### src/rtl/parking_gate_ctrl_if.sv
// rtl/parking_gate_ctrl_if.sv - sensor, vacancy and event signals between gate front end and Parking core
interface parking_gate_ctrl_if #(
    parameter int CNT_W = 16
);
    logic             entry_req;
    logic             entry_is_uni;
    logic             exit_req;
    logic             exit_is_uni;
    logic             uni_is_vacated_space;
    logic             is_vacated_space;
    logic             car_entered;
    logic             is_uni_car_entered;
    logic             car_exited;
    logic             is_uni_car_exited;
    logic             entry_barrier_open;
    logic             exit_barrier_open;
    logic             entry_denied;
    logic [CNT_W-1:0] grant_count;
    logic [CNT_W-1:0] deny_count;

    // gate controller side
    modport slave (
        input  entry_req, entry_is_uni, exit_req, exit_is_uni,
        input  uni_is_vacated_space, is_vacated_space,
        output car_entered, is_uni_car_entered, car_exited, is_uni_car_exited,
        output entry_barrier_open, exit_barrier_open, entry_denied,
        output grant_count, deny_count
    );

    // sensor / Parking core side
    modport master (
        output entry_req, entry_is_uni, exit_req, exit_is_uni,
        output uni_is_vacated_space, is_vacated_space,
        input  car_entered, is_uni_car_entered, car_exited, is_uni_car_exited,
        input  entry_barrier_open, exit_barrier_open, entry_denied,
        input  grant_count, deny_count
    );
endinterface

### src/rtl/parking_gate_ctrl.sv
// rtl/parking_gate_ctrl.sv - entry/exit lane qualification, vacancy decision, event pulses and barriers
module parking_gate_ctrl #(
    parameter int SENSOR_STABLE  = 3,
    parameter int BARRIER_CYCLES = 8,
    parameter int CNT_W          = 16
) (
    input logic                CLK,
    input logic                Start,
    parking_gate_ctrl_if.slave bus
);
    typedef enum logic [2:0] {IDLE, QUAL, DECIDE, OPEN, CLEAR} lane_state_e;

    localparam logic [3:0]       STABLE_C = 4'(SENSOR_STABLE);
    localparam logic [7:0]       BAR_C    = 8'(BARRIER_CYCLES);
    localparam logic [CNT_W-1:0] CNT_ONE  = {{(CNT_W-1){1'b0}}, 1'b1};

    lane_state_e      en_state_q, en_state_d, ex_state_q, ex_state_d;
    logic [3:0]       en_qcnt_q, en_qcnt_d, ex_qcnt_q, ex_qcnt_d;
    logic [7:0]       en_ocnt_q, en_ocnt_d, ex_ocnt_q, ex_ocnt_d;
    logic             en_cls_q, en_cls_d, ex_cls_q, ex_cls_d;
    logic             car_entered_q, car_entered_d, uni_entered_q, uni_entered_d;
    logic             car_exited_q, car_exited_d, uni_exited_q, uni_exited_d;
    logic             en_bar_q, en_bar_d, ex_bar_q, ex_bar_d;
    logic             denied_q, denied_d;
    logic [CNT_W-1:0] grant_q, grant_d, deny_q, deny_d;
    logic             en_vacant;

    // state and registered outputs; reset drops every lane to IDLE with no pending event
    always_ff @(posedge CLK) begin
        if (Start) begin
            en_state_q    <= IDLE;
            ex_state_q    <= IDLE;
            en_qcnt_q     <= '0;
            ex_qcnt_q     <= '0;
            en_ocnt_q     <= '0;
            ex_ocnt_q     <= '0;
            en_cls_q      <= 1'b0;
            ex_cls_q      <= 1'b0;
            car_entered_q <= 1'b0;
            uni_entered_q <= 1'b0;
            car_exited_q  <= 1'b0;
            uni_exited_q  <= 1'b0;
            en_bar_q      <= 1'b0;
            ex_bar_q      <= 1'b0;
            denied_q      <= 1'b0;
            grant_q       <= '0;
            deny_q        <= '0;
        end else begin
            en_state_q    <= en_state_d;
            ex_state_q    <= ex_state_d;
            en_qcnt_q     <= en_qcnt_d;
            ex_qcnt_q     <= ex_qcnt_d;
            en_ocnt_q     <= en_ocnt_d;
            ex_ocnt_q     <= ex_ocnt_d;
            en_cls_q      <= en_cls_d;
            ex_cls_q      <= ex_cls_d;
            car_entered_q <= car_entered_d;
            uni_entered_q <= uni_entered_d;
            car_exited_q  <= car_exited_d;
            uni_exited_q  <= uni_exited_d;
            en_bar_q      <= en_bar_d;
            ex_bar_q      <= ex_bar_d;
            denied_q      <= denied_d;
            grant_q       <= grant_d;
            deny_q        <= deny_d;
        end
    end

    // entry lane: qualify, check vacancy (yielding to a simultaneous exit decision), open, clear
    always_comb begin
        en_state_d    = en_state_q;
        en_qcnt_d     = en_qcnt_q;
        en_ocnt_d     = en_ocnt_q;
        en_cls_d      = en_cls_q;
        en_bar_d      = en_bar_q;
        car_entered_d = 1'b0;
        uni_entered_d = 1'b0;
        denied_d      = 1'b0;
        grant_d       = grant_q;
        deny_d        = deny_q;
        en_vacant     = en_cls_q ? bus.uni_is_vacated_space : bus.is_vacated_space;
        case (en_state_q)
            IDLE: begin
                if (bus.entry_req) begin
                    en_qcnt_d = 4'd1;
                    if (STABLE_C == 4'd1) begin
                        en_state_d = DECIDE;
                        en_cls_d   = bus.entry_is_uni;
                    end else begin
                        en_state_d = QUAL;
                    end
                end
            end
            QUAL: begin
                if (!bus.entry_req) begin
                    en_state_d = IDLE;
                    en_qcnt_d  = '0;
                end else if (en_qcnt_q + 4'd1 == STABLE_C) begin
                    en_state_d = DECIDE;
                    en_qcnt_d  = en_qcnt_q + 4'd1;
                    en_cls_d   = bus.entry_is_uni;
                end else begin
                    en_qcnt_d = en_qcnt_q + 4'd1;
                end
            end
            DECIDE: begin
                // exit owns the event slot this cycle; re-evaluate vacancy next cycle
                if (ex_state_q != DECIDE) begin
                    en_qcnt_d = '0;
                    if (en_vacant) begin
                        car_entered_d = 1'b1;
                        uni_entered_d = en_cls_q;
                        grant_d       = grant_q + CNT_ONE;
                        en_bar_d      = 1'b1;
                        en_ocnt_d     = 8'd1;
                        en_state_d    = OPEN;
                    end else begin
                        denied_d   = 1'b1;
                        deny_d     = deny_q + CNT_ONE;
                        en_state_d = CLEAR;
                    end
                end
            end
            OPEN: begin
                if (en_ocnt_q == BAR_C) begin
                    en_bar_d   = 1'b0;
                    en_ocnt_d  = '0;
                    en_state_d = CLEAR;
                end else begin
                    en_ocnt_d = en_ocnt_q + 8'd1;
                end
            end
            CLEAR: begin
                if (!bus.entry_req) en_state_d = IDLE;
            end
            default: en_state_d = IDLE;
        endcase
    end

    // exit lane: same qualification, always granted, has priority on the event slot
    always_comb begin
        ex_state_d   = ex_state_q;
        ex_qcnt_d    = ex_qcnt_q;
        ex_ocnt_d    = ex_ocnt_q;
        ex_cls_d     = ex_cls_q;
        ex_bar_d     = ex_bar_q;
        car_exited_d = 1'b0;
        uni_exited_d = 1'b0;
        case (ex_state_q)
            IDLE: begin
                if (bus.exit_req) begin
                    ex_qcnt_d = 4'd1;
                    if (STABLE_C == 4'd1) begin
                        ex_state_d = DECIDE;
                        ex_cls_d   = bus.exit_is_uni;
                    end else begin
                        ex_state_d = QUAL;
                    end
                end
            end
            QUAL: begin
                if (!bus.exit_req) begin
                    ex_state_d = IDLE;
                    ex_qcnt_d  = '0;
                end else if (ex_qcnt_q + 4'd1 == STABLE_C) begin
                    ex_state_d = DECIDE;
                    ex_qcnt_d  = ex_qcnt_q + 4'd1;
                    ex_cls_d   = bus.exit_is_uni;
                end else begin
                    ex_qcnt_d = ex_qcnt_q + 4'd1;
                end
            end
            DECIDE: begin
                ex_qcnt_d    = '0;
                car_exited_d = 1'b1;
                uni_exited_d = ex_cls_q;
                ex_bar_d     = 1'b1;
                ex_ocnt_d    = 8'd1;
                ex_state_d   = OPEN;
            end
            OPEN: begin
                if (ex_ocnt_q == BAR_C) begin
                    ex_bar_d   = 1'b0;
                    ex_ocnt_d  = '0;
                    ex_state_d = CLEAR;
                end else begin
                    ex_ocnt_d = ex_ocnt_q + 8'd1;
                end
            end
            CLEAR: begin
                if (!bus.exit_req) ex_state_d = IDLE;
            end
            default: ex_state_d = IDLE;
        endcase
    end

    assign bus.car_entered        = car_entered_q;
    assign bus.is_uni_car_entered = uni_entered_q;
    assign bus.car_exited         = car_exited_q;
    assign bus.is_uni_car_exited  = uni_exited_q;
    assign bus.entry_barrier_open = en_bar_q;
    assign bus.exit_barrier_open  = ex_bar_q;
    assign bus.entry_denied       = denied_q;
    assign bus.grant_count        = grant_q;
    assign bus.deny_count         = deny_q;
endmodule

### src/flat_wrapper.sv
// flat-port wrapper written by rule: the top's interface ports become plain ports
module parking_gate_ctrl_flat 
#(
    parameter int SENSOR_STABLE  = 3,
    parameter int BARRIER_CYCLES = 8,
    parameter int CNT_W          = 16
)
  (CLK, Start, bus_entry_req, bus_entry_is_uni, bus_exit_req, bus_exit_is_uni, bus_uni_is_vacated_space, bus_is_vacated_space, bus_car_entered, bus_is_uni_car_entered, bus_car_exited, bus_is_uni_car_exited, bus_entry_barrier_open, bus_exit_barrier_open, bus_entry_denied, bus_grant_count, bus_deny_count);
  parking_gate_ctrl_if #(.CNT_W(CNT_W)) bus_i ();
  input logic CLK;
  input logic Start;
  input wire logic [$bits(bus_i.entry_req)-1:0] bus_entry_req;
  input wire logic [$bits(bus_i.entry_is_uni)-1:0] bus_entry_is_uni;
  input wire logic [$bits(bus_i.exit_req)-1:0] bus_exit_req;
  input wire logic [$bits(bus_i.exit_is_uni)-1:0] bus_exit_is_uni;
  input wire logic [$bits(bus_i.uni_is_vacated_space)-1:0] bus_uni_is_vacated_space;
  input wire logic [$bits(bus_i.is_vacated_space)-1:0] bus_is_vacated_space;
  output wire logic [$bits(bus_i.car_entered)-1:0] bus_car_entered;
  output wire logic [$bits(bus_i.is_uni_car_entered)-1:0] bus_is_uni_car_entered;
  output wire logic [$bits(bus_i.car_exited)-1:0] bus_car_exited;
  output wire logic [$bits(bus_i.is_uni_car_exited)-1:0] bus_is_uni_car_exited;
  output wire logic [$bits(bus_i.entry_barrier_open)-1:0] bus_entry_barrier_open;
  output wire logic [$bits(bus_i.exit_barrier_open)-1:0] bus_exit_barrier_open;
  output wire logic [$bits(bus_i.entry_denied)-1:0] bus_entry_denied;
  output wire logic [$bits(bus_i.grant_count)-1:0] bus_grant_count;
  output wire logic [$bits(bus_i.deny_count)-1:0] bus_deny_count;
  assign bus_i.entry_req = bus_entry_req;
  assign bus_i.entry_is_uni = bus_entry_is_uni;
  assign bus_i.exit_req = bus_exit_req;
  assign bus_i.exit_is_uni = bus_exit_is_uni;
  assign bus_i.uni_is_vacated_space = bus_uni_is_vacated_space;
  assign bus_i.is_vacated_space = bus_is_vacated_space;
  assign bus_car_entered = bus_i.car_entered;
  assign bus_is_uni_car_entered = bus_i.is_uni_car_entered;
  assign bus_car_exited = bus_i.car_exited;
  assign bus_is_uni_car_exited = bus_i.is_uni_car_exited;
  assign bus_entry_barrier_open = bus_i.entry_barrier_open;
  assign bus_exit_barrier_open = bus_i.exit_barrier_open;
  assign bus_entry_denied = bus_i.entry_denied;
  assign bus_grant_count = bus_i.grant_count;
  assign bus_deny_count = bus_i.deny_count;
  parking_gate_ctrl #(.SENSOR_STABLE(SENSOR_STABLE), .BARRIER_CYCLES(BARRIER_CYCLES), .CNT_W(CNT_W)) u_core (.CLK(CLK), .Start(Start), .bus(bus_i));
endmodule
### config.mk
export PLATFORM = sky130hd
export DESIGN_NAME = parking_gate_ctrl_flat
export DESIGN_NICKNAME = d
export VERILOG_FILES = /design/src/rtl/parking_gate_ctrl_if.sv /design/src/rtl/parking_gate_ctrl.sv /design/src/flat_wrapper.sv
export SDC_FILE = /design/constraint.sdc
export NUM_CORES = 1
export LEC_CHECK = 0
export BUFFER_PORTS_ARGS = -buffer_cell sky130_fd_sc_hd__buf_2
export CORE_MARGIN = 1.5
export CORE_UTILIZATION = 57
export DETAILED_ROUTE_END_ITERATION = 10
export GPL_ROUTABILITY_DRIVEN = 1
export PLACE_DENSITY = 0.79
export SYNTH_ARGS = -nofsm -noshare
export SYNTH_HDL_FRONTEND = slang
export SYNTH_SLANG_ARGS = --single-unit
### constraint.sdc
create_clock -name CLK -period 2.4 [get_ports CLK]
set_input_delay 0.48 -clock CLK [delete_from_list [all_inputs] [get_ports CLK]]
set_output_delay 0.48 -clock CLK [all_outputs]
set_load 0.01 [all_outputs]
* Yosys cells after proc, flatten, opt, wreduce, memory -nomap -nowiden
Index checks and enable logic that the tools add are counted.
** Storage, ports and cells
- Output and inout bits :: 39
- Input port bits :: 8
- Register bits :: 71
** Operators by class
- Bitwise gates (word level) :: 4
- Reduce and logical (&&, ||, !) cells :: 20
- Mux-type cells :: 37
- Equality and inequality tests :: 23
- Add/subtract/negate cells :: 6
** Operator list (count)
- $mux W3 :: 12
- $add A16 B1 Y16 const B :: 2
- $mux W8 :: 4
- $pmux W8 S2 :: 2
- $pmux W3 S5 :: 2
- $pmux W4 S3 :: 2
- $mux W4 :: 5
- $reduce_and A3 Y1 :: 6
- $add A8 B1 Y8 const B :: 2
- $eq A8 B4 Y1 const B :: 2
- $eq A3 B2 Y1 const B :: 4
- $ne A3 B2 Y1 const B :: 3
- $add A4 B1 Y4 const B :: 2
- $eq A4 B2 Y1 const B :: 2
- $mux W1 :: 8
- $ne A2 B1 Y1 const B :: 4
- $ne A2 B2 Y1 const B :: 4
- $reduce_and A4 Y1 :: 2
- $eq A3 B1 Y1 const B :: 2
- $eq A3 B3 Y1 const B :: 2
- $logic_not A3 Y1 :: 2
- $reduce_bool A3 Y1 :: 2
- $reduce_and A5 Y1 :: 1
- $not A1 Y1 :: 4
- 6 further kinds :: 9

* Longest topological paths before layout
- Depth after elaboration :: 5
- Mapped depth :: 8
- Depth with buffers taken out :: 7

* Worst setup path before layout
Ideal clock, no wire load.
- Path kind :: input to register
- Start :: input bus_uni_is_vacated_space
- End :: register u_core.deny_q[13], in the netlist u_core.bus.deny_count[13]
- Buffers on the path :: 1
- Stages :: 6
- Arrival :: 1636 ps
- Path slack :: 637 ps
- Required time :: 2272 ps
- Path through :: mux2i_1 -> and4_1 -> buf_2 -> nand3_1 -> xnor2_1 -> nor2b_1
** Between the ends
- Word-level cells in the longest chain between the ends :: 3
** RTL lines
- start, declared :: line flat_wrapper.sv:16 : input wire logic [$bits(bus_i.uni_is_vacated_space)-1:0] bus_uni_is_vacated_space;
- $mux W1 :: line parking_gate_ctrl.sv:81 : en_vacant = en_cls_q ? bus.uni_is_vacated_space : bus.is_vacated_space;
- $not A1 Y1 (no line)
- $reduce_and A3 Y1 (no line)
- end signal, assigned :: line parking_gate_ctrl.sv:65 : deny_q <= deny_d;
- end, declared :: line parking_gate_ctrl.sv:25 : logic [CNT_W-1:0] grant_q, grant_d, deny_q, deny_d;
No other way between the ends.
A chain may end at the register's enable or synchronous reset.

* Worst setup path after layout
- Start :: register u_core.en_state_q[0]
- End :: register u_core.grant_q[5], in the netlist u_core.bus.grant_count[5]
** Between the ends
- Word-level cells in the longest chain between the ends :: 2
** RTL lines
- start, declared :: line parking_gate_ctrl.sv:17 : lane_state_e en_state_q, en_state_d, ex_state_q, ex_state_d;
- start signal, assigned :: line parking_gate_ctrl.sv:49 : en_state_q <= en_state_d;
- $eq A3 B2 Y1 :: line parking_gate_ctrl.sv:82 : case (en_state_q)
- $reduce_and A3 Y1 (no line)
- end signal, assigned :: line parking_gate_ctrl.sv:64 : grant_q <= grant_d;
- end, declared :: line parking_gate_ctrl.sv:25
No other way between the ends.

==> impl_metrics.py <==
metrics = {
    "status": {
        "status": "finished clean",
    },
    "logic_synthesis": {
        "synth_seq_cells": 71,
        "synth_cell_type_count": 56,
        "synthArstFlopShare": 0,
        "ys_warn_count": 0,
        "synth-main-ff-cell": "dfxtp_1",
        "synth_edf_count": 0,
        "yosysSeqAreaShare": 0.4026,
        "mappedNetlistArea_sq_mm": 0.003531,
        "syn_inst": 408,
        "syn_nets": 426,
        "syn_area_per_cell_sq_um": 8.654,
    },
    "sta": {
        "slew_headroom": 0.5837,
        "tightest_slew_ns": 0.6218,
        "slew_viol_final": 0,
        "tns_ns": 0,
        "final.setup.worst_slack_ns": 0.3964,
        "hold_viol": 0,
        "post-route-period-util": 0.8348,
        "fmax_ghz": 0.4991,
        "fin_crit_ns": 2.004,
        "grt_setup_unrepaired": "false",
        "holdWs_ns": 0.4477,
        "final-setup-viol-count": 0,
        "finClkSkew_ns": 0.006094,
    },
    "cells_and_area": {
        "area_delta_synth_final_pct": 13.89,
        "drive_gt1_frac": 0.1674,
        "layout_commonest_cell": "dfxtp_1",
        "fillers": 506,
        "nNetsFinal": 467,
        "n_antenna_cell": 0,
        "final_cell_mix": "dfxtp_1 (71), nor2_1 (56), buf_2 (46)",
        "final_util": 0.6752,
        "final-instance-count-excl-fill": 529,
    },
    "placed_design": {
        "dp_hpwl_microns": 5145,
        "routabilityCongestion": 0.8253,
        "portBuffers": 46,
        "dpl_worst_slack_ns": 0.4006,
        "dp.cells": 513,
    },
    "die": {
        "ioPinCount": 47,
        "rows": 28,
        "core_sq_mm": 0.005956,
        "die_y_microns": 81.71,
        "die_x_microns": 81.71,
        "initial_core_util": 0.5929,
        "dieArea_sq_mm": 0.006676,
    },
    "critical_path": {
        "cp-end-kind": "register",
        "reg2regPathDepth": 4,
        "max_stage_delay_ns": 0.51,
        "cp-start-kind": "register",
        "cp_max_fo": 16,
        "crit_start": "u_core.en_state_q[0]",
        "crit-reg2reg-capture": "u_core.bus.grant_count[5]",
        "cp.arrival_ns": 2.28,
        "reg2reg_from": "u_core.en_state_q[0]",
        "crit_type": "register to register",
        "crit_path_cell_trace": "nor3b_1, nand4_1, or3_1, a21oi_1",
        "ff2ff_setup_slack_ns": 0.40,
        "critical-path-slowest-cell": "nor3b_1",
        "required_ns": 2.68,
    },
    "job": {
        "cap_violations": 0,
    },
    "grt": {
        "grt.overflow.total": 0,
        "grt_pass1_wl_microns": 11640,
        "grtUsageTotal": 0.2254,
        "grt_max_degree": 31,
        "grt_antenna_before_repair": 0,
        "first_global_vias": 2661,
    },
    "clock_tree": {
        "cts.hold.buffers_added": 0,
        "clk_path_buf_depth": 2,
        "cts-root-buf": "clkbuf_8",
        "tritoncts": "done",
        "post_cts_buffers": 0,
        "path_clk_slew_ns": 0.07,
        "htree_levels": 3,
        "cts_made_buffers": 9,
        "clk_latency_ns": 0.35,
        "cts-resized-gates": 0,
        "clock-sinks": 71,
    },
    "power": {
        "ir_worst_vdd_mv": 0.5121,
        "p_leak_uw": 0.001591,
        "power.density_mw_per_mm2": 725.7,
    },
    "worst_hold_path": {
        "hold_path_end": "u_core.en_cls_q",
        "worstHoldPathType": "input port to register",
        "min_path_cells": 4,
        "min_from": "bus_entry_is_uni",
    },
    "drt": {
        "vias": 3059,
        "dr.first_iter.drc_count": 134,
        "ant_nets": 0,
        "drcViolationCount": 0,
        "first_pass_iters": 4,
        "post_drt_wl_per_cell_microns": 13.73,
        "routed_wl_microns": 7263,
        "vias_per_cell": 5.783,
    },
}
-- sequential cells by signal, indices dropped and copies added (netlist names) --
register,flops
u_core.ex_state_q,3
u_core.ex_cls_q,1
u_core.en_ocnt_q,8
u_core.bus.deny_count,16
u_core.ex_qcnt_q,4
u_core.bus.grant_count,16
u_core.bus.is_uni_car_entered,1
u_core.bus.car_exited,1
u_core.bus.is_uni_car_exited,1
u_core.bus.entry_barrier_open,1
u_core.ex_ocnt_q,8
u_core.bus.exit_barrier_open,1
u_core.en_qcnt_q,4
u_core.en_state_q,3
u_core.bus.entry_denied,1
u_core.en_cls_q,1
u_core.bus.car_entered,1
-- logic make-up after synthesis --
logic type,share of synthesized area
buffers and inverters,0.04748
muxes,0.01169
adders and majority gates,0.03544
AOI/OAI and AO/OA,0.1322
xor gates and xnor gates,0.09426
DFF,0.4026
and+or+nand+nor,0.2764
-- critical path: cells and delay by family (launching register included) --
family | cells | cell delay (ns)
and+or+nand+nor | 3 | 1.33
DFF | 1 | 0.47
AOI/OAI and AO/OA | 1 | 0.14
-- how the worst max path moves through the flow --
stage	depth (start not counted)	slack (ns)	to
2_1_floorplan	6	0.64	u_core.bus.deny_count[13]
6_report	4	0.40	u_core.bus.grant_count[5]
3_3_place_gp	7	0.52	u_core.en_ocnt_q[5]
4_1_cts	4	0.40	u_core.bus.grant_count[5]
3_5_place_dp	5	0.40	u_core.bus.grant_count[15]
5_1_grt	4	0.19	u_core.bus.grant_count[5]
-- report_power, final --
part	switching (uW)	internal (uW)	total, uW
clock	448	689	1140
sequential	102	1230	1330
combinational	264	185	448
total	814	2100	2920
-- stage by stage --
| stage | total power [uW] | cell area (sq um) |
|---|---|---|
| 2_1_floorplan | 1706 | 3531 |
| 3_3_place_gp | 1783 | 3785 |
| 3_5_place_dp | 1804 | 3785 |
| 4_1_cts | 2942 | 4021 |
| 5_1_grt | 3047 | 4021 |
| 6_report | 2918 | 4021 |
-- metal layers --
layer	vias to the layer above	GRT usage	routed length, microns
li1	1530	-	-
met1	1457	0.2727	3339
met2	65	0.3843	3567
met3	7	0.05778	288
met4	0	0.08475	67
met5	-	0	0
-- cell type report --
type / instances / area, sq um / area share
clock buffer: 10 / 127.6 / 0.03174
clock inverter: 6 / 108.9 / 0.02707
inverter: 18 / 67.56 / 0.01680
multi-input combinational: 299 / 1942 / 0.4829
sequential: 71 / 1421 / 0.3535
tap: 75 / 93.84 / 0.02334
timing repair buffer: 50 / 260.3 / 0.06472
-- Yosys cell counts (all sizes together), types with 4 or more instances --
cell type	instances	area, sq um
o21ai	10	50.05
nor2b	5	31.28
a21oi	24	120.1
clkbuf	11	41.29
nand4	19	118.9
nor2	56	210.2
ha	10	125.1
dfxtp	71	1421
or3	4	25.02
inv	18	67.56
nor3b	5	42.54
xnor2	11	96.34
nand3	18	90.09
buf	9	58.80
nand2	24	90.09
xor2	27	236.5
nor3	12	71.32
a311oi	9	78.83
and3	9	56.30
and2	5	31.28
nand2b	6	45.04
and4	4	35.03
(Power assumes the default switching activity.)
